==> src/rtl/instr_fetch_unit_pkg.sv <==
// Shared types and constants for the instruction fetch stage.
package mips_pkg;

    // Fetch/execute sequencing states
    typedef enum logic [1:0] {
        IDLE  = 2'd0,
        FETCH = 2'd1,
        EXEC  = 2'd2,
        HALT  = 2'd3
    } state_t;

    localparam int INSTR_W = 32;
    localparam logic [INSTR_W-1:0] NOP = 32'h0000_0000;

    // J-type jump target fields: word index taken from the instruction,
    // region bits kept from PC+4.
    localparam int JIDX_MSB = 25;
    localparam int JIDX_LSB = 0;
    localparam int JUP_MSB  = 31;
    localparam int JUP_LSB  = 28;

endpackage

==> src/rtl/instr_fetch_unit_if.sv <==
// Instruction memory port of the fetch stage.
// Handshake: the master raises imem_req with imem_addr and holds both
// stable until the slave answers with a one-cycle imem_ack pulse carrying
// imem_rdata, or until the master abandons the request on timeout.
// imem_rdata is meaningful only in a cycle where imem_ack=1.
interface instr_fetch_unit_if;
    import mips_pkg::*;

    logic               imem_req;
    logic [31:0]        imem_addr;
    logic [INSTR_W-1:0] imem_rdata;
    logic               imem_ack;

    modport master (
        output imem_req,
        output imem_addr,
        input  imem_rdata,
        input  imem_ack
    );

    modport slave (
        input  imem_req,
        input  imem_addr,
        output imem_rdata,
        output imem_ack
    );

endinterface

==> src/rtl/instr_fetch_unit_next_pc.sv <==
// Combinational next-PC selection: sequential, branch and jump targets.
module next_pc_logic
    import mips_pkg::*;
(
    input  logic [31:0]                i_pc,
    input  logic [JIDX_MSB-JIDX_LSB:0] i_jidx,
    input  logic [29:0]                i_imm,
    input  logic                       i_pcsrc,
    input  logic                       i_jump,
    output logic [31:0]                o_pc_plus4,
    output logic [31:0]                o_next_pc,
    output logic                       o_misaligned
);

    logic [31:0] w_pc_plus4;
    logic [31:0] w_branch_tgt;
    logic [31:0] w_jump_tgt;
    logic [31:0] w_next_pc;

    // Targets are 32-bit modulo; the branch offset drops SignImm[31:30]
    // because the word shift pushes them out anyway.
    always_comb begin
        w_pc_plus4   = i_pc + 32'd4;
        w_branch_tgt = w_pc_plus4 + {i_imm, 2'b00};
        w_jump_tgt   = {w_pc_plus4[JUP_MSB:JUP_LSB], i_jidx, 2'b00};
        // Jump overrides a simultaneous branch decision
        if (i_jump) begin
            w_next_pc = w_jump_tgt;
        end else if (i_pcsrc) begin
            w_next_pc = w_branch_tgt;
        end else begin
            w_next_pc = w_pc_plus4;
        end
    end

    assign o_pc_plus4   = w_pc_plus4;
    assign o_next_pc    = w_next_pc;
    assign o_misaligned = (w_next_pc[1:0] != 2'b00);

endmodule

==> src/rtl/instr_fetch_unit.sv <==
// PC register and instruction fetch sequencer with stall and fetch timeout.
module instr_fetch_unit
    import mips_pkg::*;
#(
    parameter logic [31:0] RESET_PC    = 32'h0000_0000,
    parameter int          ACK_TIMEOUT = 16,
    parameter int          CNT_W       = 5
) (
    input  logic                clk,
    input  logic                rst,
    input  logic                stall,
    input  logic                PCSrc,
    input  logic                Jump,
    input  logic [31:0]         SignImm,
    instr_fetch_unit_if.master  imem,
    output logic [INSTR_W-1:0]  Instr,
    output logic                instr_valid,
    output logic [31:0]         PC,
    output logic [31:0]         PCPlus4,
    output logic                fetch_err,
    output state_t              o_dbg_state
);

    state_t             r_state;
    logic [31:0]        r_pc;
    logic [INSTR_W-1:0] r_instr;
    logic               r_instr_valid;
    logic               r_imem_req;
    logic               r_fetch_err;
    logic [CNT_W-1:0]   r_cnt;

    logic [31:0]        w_pc_plus4;
    logic [31:0]        w_next_pc;
    logic               w_misaligned;
    logic               w_timeout;

    next_pc_logic u_next_pc (
        .i_pc         (r_pc),
        .i_jidx       (r_instr[JIDX_MSB:JIDX_LSB]),
        .i_imm        (SignImm[29:0]),
        .i_pcsrc      (PCSrc),
        .i_jump       (Jump),
        .o_pc_plus4   (w_pc_plus4),
        .o_next_pc    (w_next_pc),
        .o_misaligned (w_misaligned)
    );

    // The counter holds the number of ack-less FETCH cycles already spent,
    // so this cycle without an ack would be the ACK_TIMEOUT-th one.
    assign w_timeout = (r_cnt == CNT_W'(ACK_TIMEOUT - 1));

    // Fetch/execute FSM with registered outputs; reset overrides everything,
    // including an in-flight request whose ack may still arrive later.
    always_ff @(posedge clk) begin
        if (rst) begin
            r_state       <= IDLE;
            r_pc          <= RESET_PC;
            r_instr       <= NOP;
            r_instr_valid <= 1'b0;
            r_imem_req    <= 1'b0;
            r_fetch_err   <= 1'b0;
            r_cnt         <= '0;
        end else begin
            case (r_state)
                IDLE: begin
                    r_imem_req <= 1'b1;
                    r_cnt      <= '0;
                    r_state    <= FETCH;
                end
                FETCH: begin
                    // An ack in the timeout cycle still completes the fetch
                    if (imem.imem_ack) begin
                        r_instr       <= imem.imem_rdata;
                        r_cnt         <= '0;
                        r_imem_req    <= 1'b0;
                        r_instr_valid <= 1'b1;
                        r_state       <= EXEC;
                    end else if (w_timeout) begin
                        r_cnt       <= r_cnt + 1'b1;
                        r_fetch_err <= 1'b1;
                        r_imem_req  <= 1'b0;
                        r_state     <= HALT;
                    end else begin
                        r_cnt <= r_cnt + 1'b1;
                    end
                end
                EXEC: begin
                    // A stalled instruction keeps PC, Instr and instr_valid
                    if (!stall) begin
                        r_pc          <= w_next_pc;
                        r_instr_valid <= 1'b0;
                        if (w_misaligned) begin
                            r_fetch_err <= 1'b1;
                            r_state     <= HALT;
                        end else begin
                            r_imem_req <= 1'b1;
                            r_state    <= FETCH;
                        end
                    end
                end
                HALT: begin
                    r_state <= HALT;
                end
                default: begin
                    r_state <= HALT;
                end
            endcase
        end
    end

    assign imem.imem_req  = r_imem_req;
    assign imem.imem_addr = r_pc;
    assign Instr          = r_instr;
    assign instr_valid    = r_instr_valid;
    assign PC             = r_pc;
    assign PCPlus4        = w_pc_plus4;
    assign fetch_err      = r_fetch_err;
    assign o_dbg_state    = r_state;

endmodule

==> src/flat_wrapper.sv <==
// flat-port wrapper written by rule: the top's interface ports become plain ports
module instr_fetch_unit_flat import mips_pkg::*;
#(
    parameter logic [31:0] RESET_PC    = 32'h0000_0000,
    parameter int          ACK_TIMEOUT = 16,
    parameter int          CNT_W       = 5
)
  (clk, rst, stall, PCSrc, Jump, SignImm, Instr, instr_valid, PC, PCPlus4, fetch_err, o_dbg_state, imem_imem_req, imem_imem_addr, imem_imem_rdata, imem_imem_ack);
  instr_fetch_unit_if imem_i ();
  input  logic clk;
  input  logic rst;
  input  logic stall;
  input  logic PCSrc;
  input  logic Jump;
  input  logic [31:0] SignImm;
  output logic [INSTR_W-1:0] Instr;
  output logic instr_valid;
  output logic [31:0] PC;
  output logic [31:0] PCPlus4;
  output logic fetch_err;
  output state_t o_dbg_state;
  output wire logic [$bits(imem_i.imem_req)-1:0] imem_imem_req;
  output wire logic [$bits(imem_i.imem_addr)-1:0] imem_imem_addr;
  input wire logic [$bits(imem_i.imem_rdata)-1:0] imem_imem_rdata;
  input wire logic [$bits(imem_i.imem_ack)-1:0] imem_imem_ack;
  assign imem_imem_req = imem_i.imem_req;
  assign imem_imem_addr = imem_i.imem_addr;
  assign imem_i.imem_rdata = imem_imem_rdata;
  assign imem_i.imem_ack = imem_imem_ack;
  instr_fetch_unit #(.RESET_PC(RESET_PC), .ACK_TIMEOUT(ACK_TIMEOUT), .CNT_W(CNT_W)) u_core (.clk(clk), .rst(rst), .stall(stall), .PCSrc(PCSrc), .Jump(Jump), .SignImm(SignImm), .imem(imem_i), .Instr(Instr), .instr_valid(instr_valid), .PC(PC), .PCPlus4(PCPlus4), .fetch_err(fetch_err), .o_dbg_state(o_dbg_state));
endmodule
==> config.mk <==
export PLATFORM = sky130hd
export DESIGN_NAME = instr_fetch_unit_flat
export DESIGN_NICKNAME = d
export VERILOG_FILES = /design/src/rtl/instr_fetch_unit_pkg.sv /design/src/rtl/instr_fetch_unit_if.sv /design/src/rtl/instr_fetch_unit_next_pc.sv /design/src/rtl/instr_fetch_unit.sv /design/src/flat_wrapper.sv
export SDC_FILE = /design/constraint.sdc
export NUM_CORES = 1
export LEC_CHECK = 0
export ABC_AREA = 1
export CORE_MARGIN = 2
export CORE_UTILIZATION = 48
export DETAILED_ROUTE_END_ITERATION = 6
export HOLD_SLACK_MARGIN = 0.06
export PLACE_DENSITY = 0.93
export RECOVER_POWER = 50
export SYNTH_ARGS = -nofsm -noshare
export SYNTH_HDL_FRONTEND = slang
export SYNTH_SLANG_ARGS = --single-unit
==> constraint.sdc <==
create_clock -name clk -period 3.25 [get_ports clk]
set_clock_uncertainty 0.05 [all_clocks]
set_input_delay 0.65 -clock clk [delete_from_list [all_inputs] [get_ports clk]]
set_output_delay 0.65 -clock clk [all_outputs]
set_load 0.01 [all_outputs]
After elaboration in Yosys (flattened, before gate mapping)
Cells that the tools add are included.
{ "totals": {"reg_bits": 74, "inputBits": 70, "output_inout_bits": 133, "wordCells": 55} }
{ "op_classes": {"addsub": 3, "n_eq_ne": 11, "muxes": 22, "n_bitwise": 1, "reduce_logical": 11} }
{ "op_table": {"columns": ["op", "n"], "rows": [
  ["32-bit 2-to-1 mux", 2],
  ["32-bit by 3-bit adder with 32-bit output, second input constant", 1],
  ["32-bit adder", 1],
  ["1-bit 2-to-1 mux", 10],
  ["2-bit != test, second input constant", 5],
  ["5-bit case mux with 2 select lines", 1],
  ["2-bit 2-to-1 mux", 4],
  ["2-bit case mux with 4 select lines", 1],
  ["2-bit AND reduction", 3],
  ["2-bit nonzero test", 3],
  ["5-bit by 1-bit adder with 5-bit output, second input constant", 1],
  ["5-bit by 4-bit equality test with 1-bit output, second input constant", 1],
  ["5-bit 2-to-1 mux", 1],
  ["5-bit AND reduction", 1],
  ["2-bit equality test, second input constant", 2],
  ["1-bit case mux with 2 select lines", 2],
  ["4-bit AND reduction", 1],
  ["3-bit by 2-bit != test with 1-bit output, second input constant", 1],
  ["1-bit case mux with 3 select lines", 1],
  ["3-bit AND reduction", 1],
  ["3-bit nonzero test", 1],
  ["2-bit by 1-bit equality test with 1-bit output, second input constant", 1],
  ["2-bit zero test", 1],
  ["2-bit by 1-bit != test with 1-bit output, second input constant", 1],
  ["1-bit NOT", 1]
]} }

Longest topological paths before layout
{ "logic_depth": {"depth_word": 8, "depth_mapped": 23, "ltp_nobuf": 23} }

Cells and area by module
A second synthesis with hierarchy kept.
{ "hier_totals": {"hier_cells": 1178, "hier_area_um2": 6862.8} }
{ "modules_own_cells": {"columns": ["module", "instances", "cells_per_inst", "area_per_inst_um2", "seq_area_each_um2"], "rows": [
  ["next_pc_logic", 1, 801, 3878.7, 0.0],
  ["instr_fetch_unit", 1, 377, 2984.1, 1481.4]
]} }

Worst setup path after synthesis
OpenSTA, ideal clock, no wires.
{ "synth_timing": {"path_type": "flip-flop to flip-flop", "start": "register u_core.r_pc[2], in the netlist u_core.PC[2]", "end": "register u_core.r_pc[25], in the netlist u_core.PC[25]", "setup_ps": 128, "arrival_time_ps": 2547, "required_time_ps": 3072, "setup_slack_ps": 525, "stages_incl_launch_ff": 18, "path_buffers": 0, "synth_period_minus_slack_ps": 2725, "cell_sequence": "dfxtp_1 > ha_1 > nand3_2 > inv_2 > nand2_1 > nor2_4 > xnor2_1 > inv_1 > ha_1 > nand2_1 > nor2_1 > nand2_1 > nor2_1 > nand2_1 > nand4_1 > nand3_1 > a21oi_1 > nor2_1"} }
{ "synth_between": {"elab_chain_len": 4} }
{ "synth_rtl": {"columns": ["element", "line_no", "rtl"], "rows": [
  ["start: declaration", "instr_fetch_unit.sv:25", "logic [31:0] r_pc;"],
  ["start signal: assignment", "instr_fetch_unit.sv:90", "r_pc <= w_next_pc;"],
  ["32-bit by 3-bit adder with 32-bit output", "instr_fetch_unit_next_pc.sv:23", "w_pc_plus4 = i_pc + 32'd4;"],
  ["named net PCPlus4[18]", "flat_wrapper.sv:19", "output logic [31:0] PCPlus4;"],
  ["32-bit adder", "instr_fetch_unit_next_pc.sv:24", "w_branch_tgt = w_pc_plus4 + {i_imm, 2'b00};"],
  ["32-bit 2-to-1 mux", "instr_fetch_unit_next_pc.sv:29", "end else if (i_pcsrc) begin"],
  ["32-bit 2-to-1 mux", "instr_fetch_unit_next_pc.sv:27", "if (i_jump) begin"]
]} }
The timed path passes the listed nets, and every way through them passes these cells.
A chain may end at the register's enable or synchronous reset.

Worst setup path after layout
{ "layout_timing": {"start": "register u_core.r_pc[2], in the netlist u_core.PC[2]", "end": "output PCPlus4[12]"} }
{ "layout_between": {"elab_chain_len": 1} }
{ "layout_rtl": {"columns": ["element", "line_no"], "rows": [
  ["32-bit by 3-bit adder with 32-bit output", "instr_fetch_unit_next_pc.sv:23"],
  ["end: declaration", "flat_wrapper.sv:19"]
]} }
Every way passes these cells.

==> flow_summary.json <==
{
  "layout_setup_ws_ns": 0.09244,
  "post-dp-hpwl_um": 19150,
  "cp.required_ns": 2.55,
  "cts_tree": "built",
  "swShare": 0.3117,
  "dr.pass1.iters": 6,
  "num_antenna_cells": 0,
  "cp_data_arrival_time_ns": 2.46,
  "p_int_mw": 2.016,
  "fin_crit_ns": 3.158,
  "drt_wl_total_um": 23580,
  "syn_area_per_cell_um2": 5.833,
  "post_cts_buffers": 0,
  "seq_power_share": 0.353,
  "grt_pass1_vias": 7277,
  "crit_fanout": 4,
  "ys_types": 42,
  "leakage_nw": 4.505,
  "path_clk_slew_ns": 0.06,
  "syn_to_final_growth_pct": 39.23,
  "grt_overflow_total": 0,
  "outcome": "finished, final reports clean",
  "grt_pass1_wl_um": 36230,
  "fillCellCount": 1199,
  "path_class": "register to output port",
  "start_kind": "register",
  "path_cells": "ha_1 -> nand3_4 -> nor2_4 -> nand2_1 -> nor2_1 -> xor2_1 -> buf_4 -> clkdlybuf4s50_1",
  "start_util": 0.4951,
  "drive_gt1_frac": 0.08171,
  "vias": 7881,
  "setup_viol": 0,
  "gp_congestion": 1.012,
  "final_cell_mix": "nand2_1 (333), inv_1 (215), clkdlybuf4s50_1 (137)",
  "ys_seq_elements": 74,
  "final_max_slew_viol_count": 0,
  "hold_viol": 0,
  "clock_power_share": 0.350,
  "hp-class": "register to register",
  "slew_headroom": 0.3158,
  "timing.fmax_mhz": 316.7,
  "fin_nets": 1439,
  "htreeDepth": 3,
  "port_buffers": 200,
  "die_x_um": 121.3,
  "routed_via_density": 5.219,
  "synth_top_cell_area_share": 0.2242,
  "cts-root-buf": "clkbuf_16",
  "num_rows": 42,
  "place_ws_ns": 0.1874,
  "power.total_mw": 2.929,
  "synth_top_area_cell": "dfxtp_1",
  "switchingPower_mw": 0.9130,
  "synthTopCellsByArea": "dfxtp_1 (22%), nand2_1 (19%), inv_1 (12%)",
  "layout_commonest_cell": "nand2_1",
  "ant_nets": 0,
  "final_util": 0.6894,
  "synth_nets": 1242,
  "cts_buffer_depth": 2,
  "grtUsageTotal": 0.3145,
  "grt_max_degree": 59,
  "die_height_um": 121.3,
  "insertion_delay_ns": 0.33,
  "pin_count": 203,
  "place_area_um2": 8808,
  "irDropWorstVdd_uv": 337.1,
  "power_density_nw_per_um2": 318.3,
  "drc": 0,
  "end_kind": "output port",
  "cts_made_buffers": 9,
  "cp_slowest_stage_delay_ns": 0.53,
  "pwr-share-comb": 0.297,
  "tightestPinTransition_ns": 1.025,
  "drv_cap": 0,
  "setup_tns_ns": 0,
  "synth_cells": 1133,
  "cts_sinks": 74,
  "wire_per_inst_um": 15.62,
  "crit_slowest_cell": "clkdlybuf4s50_1",
  "antenna_found_initial": 0,
  "core_um2": 13350,
  "yosysWarningCount": 0,
  "drt_iter0_markers": 789,
  "die_area_um2": 14720,
  "fin_crit_sh": 0.9716,
  "fin_area_um2": 9201,
  "synth_seq_area_share": 0.2242,
  "syn_area_um2": 6609
}
==> cell type report <==
cell class	count	area, um^2	area share
clock buffers	13	270.3	0.02937
clock inverters	2	35.03	0.003807
inverters	220	825.8	0.08975
multi-input cells	781	4034	0.4384
flip-flops and latches	74	1490	0.1620
well taps	176	220.2	0.02393
repair buffers	244	2326	0.2528
==> per-stage QoR <==
step	hold slack [ns]	instances
after floorplan	0.3953	1133
after global placement	0.3788	1495
after detailed placement	0.3893	1495
after CTS	0.3975	1510
after global routing	0.4135	1510
final	0.3936	1510
==> cells by family after synthesis <==
| logic type | Yosys count | synth area share |
|---|---|---|
| AOI/OAI and AO/OA | 198 | 0.1604 |
| xor gates and xnor gates | 18 | 0.02385 |
| adders and majority gates | 39 | 0.07497 |
| buffers and inverters | 278 | 0.1810 |
| DFF | 74 | 0.2242 |
| and+or+nand+nor | 526 | 0.3357 |
==> worst max-delay path, delay by kind of cell, from the launching register on <==
| family | cells | cell delay, ns |
|---|---|---|
| flip-flops | 1 | 0.35 |
| AND/OR/NAND/NOR | 4 | 0.52 |
| adder cells (fa/ha/maj) | 1 | 0.24 |
| buffers and inverters | 2 | 0.72 |
| XOR/XNOR | 1 | 0.29 |
==> power groups by stage <==
stage / sequential, mW / clock [mW] / combinational, mW
after floorplan: 1.08 / 0 / 0.427
after global placement: 1.05 / 0 / 0.856
after detailed placement: 1.05 / 0 / 0.873
after CTS: 1.03 / 1.03 / 0.880
after global routing: 1.04 / 1.07 / 0.950
final: 1.03 / 1.03 / 0.871
==> path summary, 6_finish.rpt <==
| check | startpoint | to | slack (ns) | cells past startpoint |
|---|---|---|---|---|
| max | u_core.PC[2]$_SDFFE_PP0P_ | PCPlus4[12] | 0.09 | 8 |
| min | u_core.Instr[26]$_SDFFE_PP0P_ | u_core.Instr[26]$_SDFFE_PP0P_ | 0.39 | 2 |
| max reg2reg | u_core.PC[2]$_SDFFE_PP0P_ | u_core.PC[13]$_SDFFE_PP0P_ | 0.15 | 15 |
| min reg2reg | u_core.Instr[26]$_SDFFE_PP0P_ | u_core.Instr[26]$_SDFFE_PP0P_ | 0.39 | 2 |
==> Yosys cell counts <==
library cell,n
nand3_1,73
o21ai_1,2
buf_2,6
nand3_2,1
a21oi_1,110
nor2_4,4
nor4_2,1
nand2_2,5
inv_2,5
dfxtp_1,74
xnor2_1,6
clkbuf_1,15
a2bb2oi_1,1
o21a_1,1
nor2_8,2
o21bai_1,4
o21ai_0,54
nand2_1,336
nor2_2,3
a21o_1,3
inv_1,215
or2_1,1
nor3_2,1
buf_1,1
a221oi_1,2
and3_1,1
buf_4,34
nand3b_1,3
and2_1,2
o22ai_1,10
clkbuf_8,1
a31oi_1,4
o221ai_1,2
buf_6,1
fa_1,1
ha_1,38
a22oi_1,2
nand4_1,6
o211ai_1,3
nor3_1,10
nor2_1,77
xor2_1,12
==> flip-flops by register name, indices dropped and copies added, names as in the netlist <==
register / cells
u_core.PC: 32
u_core.fetch_err: 1
u_core.imem.imem_req: 1
u_core.instr_valid: 1
u_core.r_cnt: 5
u_core.o_dbg_state: 2
u_core.Instr: 32
==> layer usage <==
layer | vias to the layer above | share of wire | GRT usage
met5 | - | 0 | 0
met4 | 0 | 0.035 | 0.1149
met3 | 64 | 0.088 | 0.05545
met2 | 390 | 0.48 | 0.5537
met1 | 3508 | 0.40 | 0.3817
li1 | 3919 | - | -
==> what timing repair did <==
action,CTS,global route
hold buffers,0,0
resized for setup,0,36
setup endpoints to repair,0,23
No activity file was read; power rests on OpenSTA's default activity.
